File: config.mk
export PLATFORM = sky130hd
export DESIGN_NAME = rename_retire_queue_flat
export DESIGN_NICKNAME = d
export VERILOG_FILES = /design/src/rtl/rename_retire_queue_if.sv /design/src/rtl/rename_retire_queue.sv /design/src/flat_wrapper.sv
export SDC_FILE = /design/constraint.sdc
export NUM_CORES = 1
export LEC_CHECK = 0
export ABC_AREA = 1
export BUFFER_PORTS_ARGS = -buffer_cell sky130_fd_sc_hd__buf_4
export CORE_ASPECT_RATIO = 0.5
export CORE_MARGIN = 3
export CORE_UTILIZATION = 64
export DETAILED_ROUTE_END_ITERATION = 8
export PLACE_DENSITY_LB_ADDON = 0.15
export SYNTH_ARGS = -nofsm -noshare
export SYNTH_HDL_FRONTEND = slang
export SYNTH_SLANG_ARGS = --single-unit
export TNS_END_PERCENT = 1
File: constraint.sdc
create_clock -name clk_i -period 5.7 [get_ports clk_i]
set_input_delay 0.285 -clock clk_i [delete_from_list [all_inputs] [get_ports clk_i]]
set_output_delay 0.285 -clock clk_i [all_outputs]
set_load 0.005 [all_outputs]
File: src/rtl/rename_retire_queue_if.sv
// Bundle of the retire queue's allocation, writeback, commit and flush signals.
// Names keep the _i/_o direction as seen from the queue.
interface rename_retire_queue_if #(
    parameter int ARCH_REG_WIDTH = 5,
    parameter int PHYS_REG_WIDTH = 6,
    parameter int TAG_WIDTH      = 3
);
    logic                      alloc_valid_i;
    logic                      alloc_ready_o;
    logic                      alloc_has_rd_i;
    logic [ARCH_REG_WIDTH-1:0] alloc_rd_arch_i;
    logic [PHYS_REG_WIDTH-1:0] alloc_rd_phys_i;
    logic [TAG_WIDTH-1:0]      alloc_tag_o;
    logic                      wb_valid_i;
    logic [TAG_WIDTH-1:0]      wb_tag_i;
    logic                      commit_valid_o;
    logic                      commit_we_o;
    logic [PHYS_REG_WIDTH-1:0] commit_waddr_o;
    logic [ARCH_REG_WIDTH-1:0] commit_arch_o;
    logic                      flush_i;
    logic [TAG_WIDTH:0]        count_o;

    modport master (
        output alloc_valid_i, alloc_has_rd_i, alloc_rd_arch_i, alloc_rd_phys_i,
        output wb_valid_i, wb_tag_i, flush_i,
        input  alloc_ready_o, alloc_tag_o, commit_valid_o, commit_we_o,
        input  commit_waddr_o, commit_arch_o, count_o
    );

    modport slave (
        input  alloc_valid_i, alloc_has_rd_i, alloc_rd_arch_i, alloc_rd_phys_i,
        input  wb_valid_i, wb_tag_i, flush_i,
        output alloc_ready_o, alloc_tag_o, commit_valid_o, commit_we_o,
        output commit_waddr_o, commit_arch_o, count_o
    );
endinterface

File: src/rtl/rename_retire_queue.sv
// In-order retire queue behind the renamer: out-of-order completion by tag, in-order commit/dealloc.
// Optional RETIRE_QUEUE_WB_BYPASS_EN lets a writeback to the head retire in the same cycle.
module rename_retire_queue #(
    parameter int DEPTH          = 8,
    parameter int ARCH_REG_WIDTH = 5,
    parameter int PHYS_REG_WIDTH = 6,
    parameter int TAG_WIDTH      = $clog2(DEPTH)
) (
    input  logic                    clk_i,
    input  logic                    rst_i,
    rename_retire_queue_if.slave    q
);

    logic [DEPTH-1:0]          valid_q, valid_d;
    logic [DEPTH-1:0]          done_q, done_d;
    logic [DEPTH-1:0]          has_rd_q;
    logic [ARCH_REG_WIDTH-1:0] arch_q [DEPTH];
    logic [PHYS_REG_WIDTH-1:0] phys_q [DEPTH];
    logic [TAG_WIDTH-1:0]      head_q, head_d;
    logic [TAG_WIDTH-1:0]      tail_q, tail_d;
    logic [TAG_WIDTH:0]        count_q, count_d;

    logic head_done;
    logic retire;
    logic alloc_fire;
    logic wb_ok;

`ifdef RETIRE_QUEUE_WB_BYPASS_EN
    assign head_done = done_q[head_q] | (q.wb_valid_i && (q.wb_tag_i == head_q));
`else
    assign head_done = done_q[head_q];
`endif

    // Flush masks retire and allocation in the same cycle it is presented.
    assign retire     = !q.flush_i && valid_q[head_q] && head_done;
    assign alloc_fire = !q.flush_i && q.alloc_valid_i && q.alloc_ready_o;
    assign wb_ok      = q.wb_valid_i && valid_q[q.wb_tag_i];

    assign q.alloc_ready_o  = (count_q != (TAG_WIDTH+1)'(DEPTH));
    assign q.alloc_tag_o    = tail_q;
    assign q.count_o        = count_q;
    assign q.commit_valid_o = retire;
    assign q.commit_we_o    = retire && has_rd_q[head_q];
    assign q.commit_waddr_o = (retire && has_rd_q[head_q]) ? phys_q[head_q] : '0;
    assign q.commit_arch_o  = retire ? arch_q[head_q] : '0;

    always_comb begin
        valid_d = valid_q;
        done_d  = done_q;
        head_d  = head_q;
        tail_d  = tail_q;
        count_d = count_q;
        if (q.flush_i) begin
            valid_d = '0;
            done_d  = '0;
            head_d  = '0;
            tail_d  = '0;
            count_d = '0;
        end else begin
            if (wb_ok) done_d[q.wb_tag_i] = 1'b1;
            if (retire) begin
                valid_d[head_q] = 1'b0;
                head_d          = head_q + TAG_WIDTH'(1);
            end
            // A writeback naming the slot being allocated counts as completion of that entry.
            if (alloc_fire) begin
                valid_d[tail_q] = 1'b1;
                done_d[tail_q]  = q.wb_valid_i && (q.wb_tag_i == tail_q);
                tail_d          = tail_q + TAG_WIDTH'(1);
            end
            case ({alloc_fire, retire})
                2'b10:   count_d = count_q + (TAG_WIDTH+1)'(1);
                2'b01:   count_d = count_q - (TAG_WIDTH+1)'(1);
                default: count_d = count_q;
            endcase
        end
    end

    always_ff @(posedge clk_i or posedge rst_i) begin
        if (rst_i) begin
            valid_q <= '0;
            done_q  <= '0;
            head_q  <= '0;
            tail_q  <= '0;
            count_q <= '0;
        end else begin
            valid_q <= valid_d;
            done_q  <= done_d;
            head_q  <= head_d;
            tail_q  <= tail_d;
            count_q <= count_d;
        end
    end

    // Payload is only observed through a valid entry, so it carries no reset.
    always_ff @(posedge clk_i) begin
        if (alloc_fire) begin
            has_rd_q[tail_q] <= q.alloc_has_rd_i;
            arch_q[tail_q]   <= q.alloc_rd_arch_i;
            phys_q[tail_q]   <= q.alloc_rd_phys_i;
        end
    end

endmodule
File: src/flat_wrapper.sv
// flat-port wrapper written by rule: the top's interface ports become plain ports
module rename_retire_queue_flat 
#(
    parameter int DEPTH          = 8,
    parameter int ARCH_REG_WIDTH = 5,
    parameter int PHYS_REG_WIDTH = 6,
    parameter int TAG_WIDTH      = $clog2(DEPTH)
)
  (clk_i, rst_i, q_alloc_valid_i, q_alloc_has_rd_i, q_alloc_rd_arch_i, q_alloc_rd_phys_i, q_wb_valid_i, q_wb_tag_i, q_flush_i, q_alloc_ready_o, q_alloc_tag_o, q_commit_valid_o, q_commit_we_o, q_commit_waddr_o, q_commit_arch_o, q_count_o);
  rename_retire_queue_if #(.ARCH_REG_WIDTH(ARCH_REG_WIDTH), .PHYS_REG_WIDTH(PHYS_REG_WIDTH), .TAG_WIDTH(TAG_WIDTH)) q_i ();
  input  logic clk_i;
  input  logic rst_i;
  input wire logic [$bits(q_i.alloc_valid_i)-1:0] q_alloc_valid_i;
  input wire logic [$bits(q_i.alloc_has_rd_i)-1:0] q_alloc_has_rd_i;
  input wire logic [$bits(q_i.alloc_rd_arch_i)-1:0] q_alloc_rd_arch_i;
  input wire logic [$bits(q_i.alloc_rd_phys_i)-1:0] q_alloc_rd_phys_i;
  input wire logic [$bits(q_i.wb_valid_i)-1:0] q_wb_valid_i;
  input wire logic [$bits(q_i.wb_tag_i)-1:0] q_wb_tag_i;
  input wire logic [$bits(q_i.flush_i)-1:0] q_flush_i;
  output wire logic [$bits(q_i.alloc_ready_o)-1:0] q_alloc_ready_o;
  output wire logic [$bits(q_i.alloc_tag_o)-1:0] q_alloc_tag_o;
  output wire logic [$bits(q_i.commit_valid_o)-1:0] q_commit_valid_o;
  output wire logic [$bits(q_i.commit_we_o)-1:0] q_commit_we_o;
  output wire logic [$bits(q_i.commit_waddr_o)-1:0] q_commit_waddr_o;
  output wire logic [$bits(q_i.commit_arch_o)-1:0] q_commit_arch_o;
  output wire logic [$bits(q_i.count_o)-1:0] q_count_o;
  assign q_i.alloc_valid_i = q_alloc_valid_i;
  assign q_i.alloc_has_rd_i = q_alloc_has_rd_i;
  assign q_i.alloc_rd_arch_i = q_alloc_rd_arch_i;
  assign q_i.alloc_rd_phys_i = q_alloc_rd_phys_i;
  assign q_i.wb_valid_i = q_wb_valid_i;
  assign q_i.wb_tag_i = q_wb_tag_i;
  assign q_i.flush_i = q_flush_i;
  assign q_alloc_ready_o = q_i.alloc_ready_o;
  assign q_alloc_tag_o = q_i.alloc_tag_o;
  assign q_commit_valid_o = q_i.commit_valid_o;
  assign q_commit_we_o = q_i.commit_we_o;
  assign q_commit_waddr_o = q_i.commit_waddr_o;
  assign q_commit_arch_o = q_i.commit_arch_o;
  assign q_count_o = q_i.count_o;
  rename_retire_queue #(.DEPTH(DEPTH), .ARCH_REG_WIDTH(ARCH_REG_WIDTH), .PHYS_REG_WIDTH(PHYS_REG_WIDTH), .TAG_WIDTH(TAG_WIDTH)) u_core (.clk_i(clk_i), .rst_i(rst_i), .q(q_i));
endmodule
==> impl_results.md, run 1 <==
* Status: finished, final reports clean
* Post-synth top area cell: edfxtp_1
* Vias in the first global route at 3,967
* Syn_area_per_cell at 10.5 um^2
* CP Cell Sequence: buf_4 -> inv_2 -> nand2_1 -> nand3_1 -> nand2_1 -> nor2_4 -> nand2_4 -> nor3_4 -> inv_2 -> a211oi_2 -> buf_4
* CP max stage cell: inv_2
* Internal Power at 1.75 mW
* Async S/R FF share, synth at 21.3%
* Htree depth at 4
* First-pass GRT wire length at 20.4 mm
* Final setup viols at 0
* Flop pwr share at 44.2%
* Num ports at 41
* Fin crit share at 65.5%
* Most numerous cell in the Yosys netlist: nand2_1
* Multi-input combinational cell area at 1650 um^2
* Gate power share at 5.5%
* FF+latch area at 3530 um^2
* Synthesized cell area at 5490 um^2
* Pwr per Cell Area at 345 nW/um^2
* Slew headroom at 28.8%
* Number of I/O port buffers at 40
* Lkg Pwr at 2.64 nW
* Cells on Worst Hold Path at 1
* DR WL/cell at 18.8 um
* #FFs+latches synth at 122
* CTS Hold Buffers Added at 0
* Worst Tran Pin Value at 1070 ps
* Psw at 0.488 mW
* Clock transition at path regs at 60 ps
* Global route overflow at 0
* CTS sink count at 122
* Post-synth EDFFs at 96
* Largest net degree at the start of global routing at 63
* DRT antenna net count at 0
* Critical path launch point type: flip-flop
* # nets final at 593
* Number of buffers created by CTS at 17
* GRT Total Usage at 28.3%
* Num rows at 23
* 1st-iter DRT viols at 467
* Initial antenna violation count at 0
* Post-CTS Setup Inserts at 0
* Post-synthesis to final-layout area growth at 18.5%
* Cells after synthesis at 525
* Core area at 8170 um^2
* RSZ-0062 raised after global routing: false
* Switching Fraction at 21.8%
* CTS Root Cell: clkbuf_16
* Max-slew violations at 0
* TritonCTS clock tree: done
* Initial Util at 67.1%
* Avg Vias per Cell at 5.99
* Post-Syn Nets at 549
* Worst path max stage delay at 860 ps
* Final Skew at 5.72 ps
* Max-cap viol count at 0
* Yosys warnings at 0
* Crit-path max FO at 62
* Setup slack after layout at 1970 ps
* 1st-pass router iterations at 5
* Critical path type: flip-flop to output port
* Inserted Diodes at 0
* Crit end category: output port
* Layout cells sized above 1 at 18.7%
* Total negative slack at 0 ps
* Distinct cells, synth at 33
* HPWL after DPL at 7.55 mm
* Place WS at 2440 ps
* Reg2Reg Depth at 11
* Final worst path period need at 3730 ps
* Critical path arrival at 3450 ps
* Max Fclk at 268 MHz
* Post-Route WL at 13.0 mm
* Drt drc at 0
* Synth top cells by count: nand2_1 (138), edfxtp_1 (96), nand3_1 (65)
* Clock Tree Buf Depth at 2
* Post-CTS sizing at 0
* Die area at 9790 um^2
* Die X-Extent at 137 um
* Fillers at 530
* Final hold vios at 0
* Sequential fraction of the synthesis area at 64.4%
* Maximum vdd drop at 239 uV
* Hold Crit Class: primary input to flip-flop
* Synth Flop Type: edfxtp_1
* Via count at 4,160
* Area share of the largest cell type after synthesis at 52.5%
* Die H at 71.5 um
* Clock group share of total power at 50.3%
* Clk_lat worst skew at 410 ps
* CP Data Required Time at 5410 ps
* Synth area leaders: edfxtp_1 (53%), dfrtp_1 (12%), nand2_1 (9.4%)
* GPL Wtd Cong at 0.993
==> final cells by class <==
cell class | instances | share of cell area (%)
Clock buffer | 17 | 6.54
Clock inverter | 15 | 3.04
Tap cell | 112 | 2.16
Timing Repair Buffer | 45 | 5.20
Sequential cell | 122 | 54.4
Multi-Input combinational cell | 327 | 25.4
Inverter | 56 | 3.23
==> final timing paths <==
| path | endpoint | slack (ps) | from |
|---|---|---|---|
| setup / recovery | q_commit_waddr_o[4] | 1970 | u_core.head_q[0]$_DFFE_PP0P_ |
| hold / removal | u_core.arch_q[6][0]$_DFFE_PP_ | 100 | q_alloc_rd_arch_i[0] |
| setup reg to reg | u_core.valid_q[6]$_DFF_PP0_ | 2510 | u_core.head_q[0]$_DFFE_PP0P_ |
| hold reg to reg | u_core.valid_q[5]$_DFF_PP0_ | 540 | u_core.valid_q[5]$_DFF_PP0_ |
| max in group asynchronous | u_core.head_q[0]$_DFFE_PP0P_ | 4850 | rst_i |
| min in group asynchronous | u_core.head_q[2]$_DFFE_PP0P_ | 140 | rst_i |
==> critical path, delay by kind of cell (launching register included) <==
kind                   cells  cell delay (ps)
AOI/OAI and AO/OA          1              180
buffers and inverters      4             1450
DFF                        1              380
and+or+nand+nor            6              980
==> metrics by stage <==
stage	utilization (%)	cell area (um^2)	std cells	hold WS, ps	power (mW)
3_5_place_dp	71.9	5880	662	520	1.13
3_3_place_gp	71.9	5880	662	516	1.12
2_1_floorplan	-	5490	525	325	1.08
6_report	79.5	6500	694	103	2.24
5_1_grt	79.5	6500	694	95.0	2.30
4_1_cts	79.5	6500	694	91.4	2.24
==> layer usage <==
metal	vias to the layer above	global-route usage (%)	part of all wire (%)
li1	1892	-	-
met1	2015	38.8	43
met2	212	42.8	46
met3	41	7.85	8.7
met4	0	13.3	2.7
met5	-	0	0
==> state kept, by name (all words and copies together) (netlist names) <==
register / cells
u_core.arch_q: 40
u_core.done_q: 8
u_core.has_rd_q: 8
u_core.head_q: 3
u_core.phys_q: 48
u_core.q.alloc_tag_o: 3
u_core.q.count_o: 4
u_core.valid_q: 8
==> power groups by stage <==
stage               sequential [mW]  combinational, mW  clock (mW)
detailed placement             1.01              0.120           0
finish                        0.992              0.122        1.13
global placement               1.01              0.116           0
global route                  0.994              0.136        1.17
floorplan                      1.01             0.0704           0
CTS                           0.992              0.121        1.13
==> layout by cell type (no fill, tap or decap), drive strengths merged, types with 2 or more instances in the layout <==
master / instances
inv: 58
o21ai: 21
nand2: 141
nand3: 68
buf: 45
edfxtp: 96
or2: 8
dfrtp: 26
nor2: 17
clkinvlp: 3
nand4: 2
nand3b: 5
clkinv: 6
bufinv: 4
nor3: 5
o22ai: 4
a21oi: 33
ha: 4
clkbuf: 17
a211oi: 11
o31ai: 4
==> cell families after synthesis <==
group                      share of synthesized area, %
and+or+nand+nor                                    20.6
buffers and inverters                              5.45
DFF                                                64.4
AOI/OAI and AO/OA                                  8.32
adders and majority gates                         0.912
xor gates and xnor gates                          0.319
Power figures use the tool's default switching activity.
==> inputs of run 2 (changes only) <==
--- a/config.mk
+++ b/config.mk
@@ -5,11 +5,11 @@
 export SDC_FILE = /design/constraint.sdc
 export NUM_CORES = 1
 export LEC_CHECK = 0
-export ABC_AREA = 1
+export ABC_AREA = 0
 export BUFFER_PORTS_ARGS = -buffer_cell sky130_fd_sc_hd__buf_4
 export CORE_ASPECT_RATIO = 0.5
 export CORE_MARGIN = 3
-export CORE_UTILIZATION = 64
+export CORE_UTILIZATION = 60
 export DETAILED_ROUTE_END_ITERATION = 8
 export PLACE_DENSITY_LB_ADDON = 0.15
 export SYNTH_ARGS = -nofsm -noshare
==> constraint.sdc (replaced) <==
create_clock -name clk_i -period 3.7 [get_ports clk_i]
set_input_delay 0.185 -clock clk_i [delete_from_list [all_inputs] [get_ports clk_i]]
set_output_delay 0.185 -clock clk_i [all_outputs]
set_load 0.005 [all_outputs]
==> run 2 against run 1 <==
Effect of this change:
- die area rose by 3.7%
- worst setup slack got worse by 1300 ps
- synthesized cell count fell by 38%
- register-to-register slack got worse by 1600 ps
- wire length shrank 6.3%
- sequential power up 54%
- combinational power grew 29%
- via count decreased by 21%
- sequential share of layout area increased by 0.34 points
- clock-buffer cell count unchanged
- global-route usage is 2.1 points lower
- first-iteration DRC count decreased by 20%
- largest power group unchanged
==> impl_results.md, run 2 <==
* Htree depth at 4 (unchanged)
* Layout cells sized above 1 at 32.4% (+14 points)
* Yosys warnings at 0 (unchanged)
* Inserted Diodes at 0 (unchanged)
* #FFs+latches synth at 122 (unchanged)
* Via count at 3,301 (-21%)
* Vias in the first global route at 3,335 (-16%)
* Slew headroom at 26.5% (-2.3 points)
* Final setup viols at 0 (unchanged)
* Clk_lat worst skew at 410 ps (about the same)
* GRT busiest layer: met2
* Number of I/O port buffers at 40 (unchanged)
* DR WL/cell at 23.9 um (+27%)
* Critical path arrival at 2830 ps (-620 ps)
* Post-CTS sizing at 0 (unchanged)
* Worst Tran Pin Value at 1100 ps (+35.0 ps)
* Multi-input combinational cell area at 1720 um^2 (+4.2%)
* Area share of the largest cell type after synthesis at 53.9% (+1.4 points)
* Max-cap viol count at 0 (unchanged)
* Distinct cells, synth at 50 (+52%)
* Final worst path period need at 3020 ps
* CTS Root Cell: clkbuf_16
* Cells after synthesis at 328 (-38%)
* GPL Wtd Cong at 0.898 (-9.5%)
* Clock transition at path regs at 60 ps (about the same)
* Post-Route WL at 12.2 mm (-6.3%)
* Met1 usage at 34.8% (-4.0 points)
* Reg2Reg Setup Slack at 930 ps (-1580 ps)
* Die H at 72.8 um (+1.8%)
* # nets final at 409 (-31%)
* Crit end category: output port
* Synth area leaders: edfxtp_1 (54%), dfrtp_1 (12%), mux4_2 (12%)
* HPWL after DPL at 7.05 mm (-6.7%)
* Reg-to-Reg End: u_core.q.count_o[3]$_DFFE_PP0P_
* Post-Syn Nets at 352 (-36%)
* FF+latch area at 3530 um^2 (unchanged)
* Critical path type: flip-flop to output port
* First-pass GRT wire length at 19.3 mm (-5.5%)
* CTS sink count at 122 (unchanged)
* Post-synthesis to final-layout area growth at 20.8%
* Fillers at 466 (-12%)
* Largest regs: u_core.phys_q x48, u_core.arch_q x40
* Most numerous cell in the Yosys netlist: edfxtp_1
* Sequential fraction of the synthesis area at 66.1% (+1.7 points)
* Syn_area_per_cell at 16.3 um^2 (+56%)
* Crit-path max FO at 24 (-61%)
* Reg2Reg Depth at 11 (unchanged)
* Die area at 10,200 um^2 (+3.7%)
* 1st-pass router iterations at 5 (unchanged)
* Num ports at 41 (unchanged)
* Total negative slack at 0 ps (unchanged)
* Critical path launch point type: flip-flop
* Number of buffers created by CTS at 17 (unchanged)
* 1st-iter DRT viols at 373 (-20%)
* Post-synth EDFFs at 96 (unchanged)
* CP Data Required Time at 3510 ps (-1900 ps)
* Core area at 8320 um^2 (+1.8%)
* Largest net degree at the start of global routing at 32 (-49%)
* Met2 Track Usage GR at 42.7% (-0.14 points)
* RSZ-0062 raised after global routing: false
* Die X-Extent at 140 um (+1.9%)
* Final hold vios at 0 (unchanged)
* Lkg Pwr at 2.28 nW (-14%)
* Reg with most FFs: u_core.phys_q
* Synth top cells by count: edfxtp_1 (96), mux4_2 (28), nor2_1 (27)
* Post-CTS Setup Inserts at 0 (unchanged)
* Drt drc at 0 (unchanged)
* Reg2reg start: u_core.head_q[2]$_DFFE_PP0P_
* Synth Flop Type: edfxtp_1
* TritonCTS clock tree: done
* Initial antenna violation count at 0 (unchanged)
* Max-slew violations at 0 (unchanged)
* Commonest non-fill, non-tap cell in the layout: edfxtp_1
* Global Route met3 Usage at 7.85% (about the same)
* DRT antenna net count at 0 (unchanged)
* Global route overflow at 0 (unchanged)
* Clock Tree Buf Depth at 2 (unchanged)
* CP startpoint: u_core.head_q[2]$_DFFE_PP0P_
* Fin crit share at 81.6%
* Status: finished, final reports clean
* Async S/R FF share, synth at 21.3% (unchanged)
* GRT Total Usage at 26.2% (-2.1 points)
* Hold Crit Class: primary input to async pin
* Num rows at 23 (unchanged)
* Post-synth top area cell: edfxtp_1
* Synthesized cell area at 5350 um^2 (-2.5%)
* Crit path to: q_commit_waddr_o[0]
* Final Skew at 7.21 ps (+1.50 ps)
* Max reg flops at 48 (unchanged)
* Max Fclk at 331 MHz
* Hold_ws at 15.0 ps (-88.0 ps)
* Maximum vdd drop at 476 uV (+99%)
* Area after DPL at 5790 um^2 (-1.4%)
* Initial Util at 64.3% (-2.8 points)
* Design area at 6460 um^2 (-0.62%)
* Avg Vias per Cell at 6.47 (+8.0%)
* Commonest cells after routing, fill and taps aside: edfxtp_1 (96), buf_4 (48), mux4_2 (28)
* Pwr per Cell Area at 505 nW/um^2 (+46%)
-- run 2: power breakdown --
part	switching, mW	internal (mW)
Combinational	0.0862	0.0705
Sequential	0.0217	1.51
Clock	0.643	0.935
-- run 2: area by class of cell --
cell class	instances	area share, %
clock inverter	15	2.19
sequential	122	54.7
tap	112	2.17
clock buffer	17	6.59
multi-input combinational	177	26.7
inverter	9	0.523
timing repair buffer	58	7.13
-- run 2: metal layers --
layer / part of all wire (%) / wire [um]
met1: 42 / 5090
met2: 49 / 6030
met3: 7.1 / 864
met4: 1.9 / 235
met5: 0 / 0
-- run 2: critical path, stage by stage, from the launching register on --
cell,delay [ps]
dfrtp_1,400
buf_4,370
mux4_2,390
a22o_2,340
nand2_2,210
inv_1,130
nand2_1,300
nor2_1,110
buf_4,150
-- run 2: through the flow --
| step | power, mW | setup WS, ps | util, % | cells |
|---|---|---|---|---|
| final | 3.26 | 681 | 77.7 | 510 |
| after global routing | 3.37 | 532 | 77.7 | 510 |
| after CTS | 3.28 | 660 | 77.4 | 508 |
| after detailed placement | 1.70 | 975 | 69.7 | 468 |
| after global placement | 1.69 | 1100 | 69.7 | 468 |
| after floorplan | 1.63 | 933 | - | 328 |
-- run 2: how the worst min path moves through the flow --
stage,startpoint,end,slack [ps]
global route,q_alloc_rd_arch_i[1],u_core.arch_q[3][1]$_DFFE_PP_,6
CTS,q_alloc_rd_phys_i[3],u_core.phys_q[0][3]$_DFFE_PP_,0.09
floorplan,rst_i,u_core.done_q[0]$_DFF_PP0_,230
finish,rst_i,u_core.q.alloc_tag_o[0]$_DFFE_PP0P_,20
detailed placement,q_alloc_rd_arch_i[3],u_core.arch_q[2][3]$_DFFE_PP_,420
global placement,q_alloc_rd_phys_i[1],u_core.phys_q[3][1]$_DFFE_PP_,410
-- run 2: timing repair --
item / CTS / global route
hold buffers: 8 / 2
hold endpoints to repair: 51 / 6
setup endpoints to repair: 0 / 0
-- run 2: logic make-up after synthesis --
group / Yosys count / synth area share (%)
fa+ha+maj: 4 / 0.936
flops: 122 / 66.1
mux: 45 / 15.1
compound gates: 43 / 5.75
buf+inv: 29 / 2.36
simple gates: 78 / 8.61
xor+xnor: 7 / 1.15
==> inputs of run 3 (changes only) <==
--- a/config.mk
+++ b/config.mk
@@ -5,11 +5,11 @@
 export SDC_FILE = /design/constraint.sdc
 export NUM_CORES = 1
 export LEC_CHECK = 0
-export ABC_AREA = 0
+export ABC_AREA = 1
 export BUFFER_PORTS_ARGS = -buffer_cell sky130_fd_sc_hd__buf_4
 export CORE_ASPECT_RATIO = 0.5
 export CORE_MARGIN = 3
-export CORE_UTILIZATION = 60
+export CORE_UTILIZATION = 54
 export DETAILED_ROUTE_END_ITERATION = 8
 export PLACE_DENSITY_LB_ADDON = 0.15
 export SYNTH_ARGS = -nofsm -noshare
==> constraint.sdc (replaced) <==
create_clock -name clk_i -period 2.6 [get_ports clk_i]
set_input_delay 0.13 -clock clk_i [delete_from_list [all_inputs] [get_ports clk_i]]
set_output_delay 0.13 -clock clk_i [all_outputs]
set_load 0.005 [all_outputs]
==> run 3 against run 2 <==
Effect of this change:
- die area is 13% higher
- combinational power increased by 86%
- clock power grew 35%
- critical path depth is 2 higher
- sequential power is 42% higher
- final cell count rose by 46%
- first-iteration DRC count rose by 4.3%
- cell area grew 3.8%
- clock skew decreased by 1.8 ps
- global-route usage is 1.5 points lower
- critical path type unchanged
- largest cell class unchanged
==> impl_results.md, run 3 (same netlist as run 1, synthesis figures left out) <==
* Status: finished, final reports clean
* Worst Tran Pin Value at 699 ps (-402 ps)
* Critical path type: flip-flop to output port
* Commonest cells after routing, fill and taps aside: nand2_1 (138), edfxtp_1 (96), nand3_1 (65)
* DR WL/cell at 17.9 um (-25%)
* Post-synthesis to final-layout area growth at 22.2%
* Place WS at 388 ps (-587 ps)
* FF+latch area at 3540 um^2 (about the same)
* Crit end category: output port
* Placed insts at 697 (+49%)
* Critical path arrival at 2330 ps (-500 ps)
* Max Fclk at 407 MHz
* # nets final at 621 (+52%)
* Final core occ at 69.4% (-8.3 points)
* Max-cap viol count at 0 (unchanged)
* Htree depth at 4 (unchanged)
* Slew headroom at 53.3% (+27 points)
* Worst hold endpoint: u_core.q.alloc_tag_o[2]$_DFFE_PP0P_
* Clock transition at path regs at 60 ps (about the same)
* Reg2reg start: u_core.head_q[1]$_DFFE_PP0P_
* CTS Root Cell: clkbuf_16
* Setup slack after layout at 144 ps (-537 ps)
* Final std cells w/o fill at 745 (+46%)
* DRT antenna net count at 0 (unchanged)
* Fin crit share at 94.5%
* Avg Vias per Cell at 5.58 (-14%)
* Number of I/O port buffers at 40 (unchanged)
* Post-Route WL at 13.3 mm (+9.2%)
* GPL Wtd Cong at 0.923 (+2.8%)
* Final Skew at 5.44 ps (-1.77 ps)
* Start point of the worst hold path: q_alloc_valid_i
* Multi-input combinational cell area at 1660 um^2 (-3.6%)
* Hold Crit Class: primary input to flip-flop
* Drt drc at 0 (unchanged)
* Overall Power at 4.60 mW (+41%)
* First-pass GRT wire length at 21.3 mm (+10%)
* Max-slew violations at 0 (unchanged)
* Final setup viols at 0 (unchanged)
* Lkg Pwr at 2.70 nW (+18%)
* Number of buffers created by CTS at 17 (unchanged)
* Max reg flops at 48 (unchanged)
* Initial Util at 56.8% (-7.6 points)
* Initial antenna violation count at 0 (unchanged)
* TritonCTS clock tree: done
* Core area at 9670 um^2 (+16%)
* CTS sink count at 122 (unchanged)
* HPWL after DPL at 8.09 mm (+15%)
* Total negative slack at 0 ps (unchanged)
* Crit-path max FO at 14 (-42%)
* Reg2Reg Setup Slack at 240 ps (-690 ps)
* Largest regs: u_core.phys_q x48, u_core.arch_q x40
* Maximum vdd drop at 526 uV (+10%)
* Die H at 77.3 um (+6.2%)
* 1st-iter DRT viols at 389 (+4.3%)
* Die area at 11,500 um^2 (+13%)
* RSZ-0062 raised after global routing: false
* Vias in the first global route at 4,067 (+22%)
* Pwr per Cell Area at 685 nW/um^2 (+36%)
* Cells on Worst Hold Path at 3
* Commonest non-fill, non-tap cell in the layout: nand2_1
* Fillers at 727 (+56%)
* Final hold vios at 0 (unchanged)
* Critical path launch point type: flip-flop
* Die X-Extent at 149 um (+6.5%)
* Num ports at 41 (unchanged)
* Reg with most FFs: u_core.phys_q
* 1st-pass router iterations at 5 (unchanged)
* Layout cells sized above 1 at 19.5% (-13 points)
* Final worst path period need at 2460 ps
* Clk_lat worst skew at 410 ps (about the same)
* Largest net degree at the start of global routing at 44 (+38%)
* Global route overflow at 0 (unchanged)
* Num rows at 25 (+8.7%)
* Reg-to-Reg End: u_core.q.count_o[3]$_DFFE_PP0P_
* GRT Total Usage at 24.7% (-1.5 points)
* Clock Tree Buf Depth at 2 (unchanged)
* Via count at 4,159 (+26%)
* CP Data Required Time at 2470 ps (-1040 ps)
* Inserted Diodes at 0 (unchanged)
* Reg2Reg Depth at 15 (+4)
run 3: changes by cell type in the layout (fill, tap and decap cells not counted), sizes merged, moves of 10 or more:
cell / change
nor2: -10
mux2i: -13
a21oi: +26
nand2: +130
buf: +11
nand3: +63
o21ai: +14
inv: +40
mux4: -28
run 3: power by group:
| group | switching (mW) | leakage, nW | internal (mW) |
|---|---|---|---|
| Sequential | 0.0238 | 1.22 | 2.15 |
| Combinational | 0.180 | 1.23 | 0.112 |
| Clock | 0.827 | 0.249 | 1.30 |
| Total | 1.03 | 2.70 | 3.56 |
run 3: how the worst max path moves through the flow:
stage / end / slack [ps] / from
2_1_floorplan: u_core.done_q[0]$_DFF_PP0_ / 570 / u_core.q.count_o[0]$_DFFE_PP0P_
3_3_place_gp: u_core.q.count_o[2]$_DFFE_PP0P_ / 470 / u_core.head_q[2]$_DFFE_PP0P_
3_5_place_dp: u_core.q.count_o[3]$_DFFE_PP0P_ / 390 / u_core.head_q[2]$_DFFE_PP0P_
4_1_cts: q_commit_waddr_o[3] / 20 / u_core.head_q[2]$_DFFE_PP0P_
5_1_grt: q_commit_waddr_o[2] / 5 / u_core.head_q[1]$_DFFE_PP0P_
6_report: q_commit_waddr_o[3] / 140 / u_core.head_q[1]$_DFFE_PP0P_
run 3: worst max-delay path: stages, from the launching register on:
cell      delay, ps
dfrtp_2         470
nand2_2         150
inv_4           110
nand3_1          90
nand3_2         100
nor2_4          200
nand2_8         130
nor3_4          220
inv_2           120
a211oi_2        170
buf_4           140
run 3: repair_timing:
action / CTS / global route
gates resized for setup: 0 / 6
endpoints found under the hold margin: 130 / 0
endpoints found under the setup margin: 0 / 7
buffers inserted: 0 / 2
hold buffers: 14 / 0
run 3: layer usage:
layer  vias to the layer above  part of all wire, %  track usage (%)
met5                         -                    0                0
met4                         0                  2.4             11.7
met3                        34                  7.1             5.79
met2                       187                   45             36.8
met1                      1993                   46             34.6
li1                       1945                    -                -
run 3: metrics by stage:
step / instance area [um^2] / hold slack [ps]
after floorplan: 5490 / 170
final: 6710 / 31.6
after global routing: 6710 / 44.0
after global placement: 6000 / 223
after detailed placement: 6000 / 221
after CTS: 6680 / 23.4
run 3: final cells by class:
class / instances / share of cell area, %
inverter: 56 / 3.19
sequential: 122 / 52.8
clock buffer: 20 / 6.51
clock inverter: 12 / 1.53
tap: 135 / 2.52
multi-input combinational: 327 / 24.8
timing repair buffer: 73 / 8.70
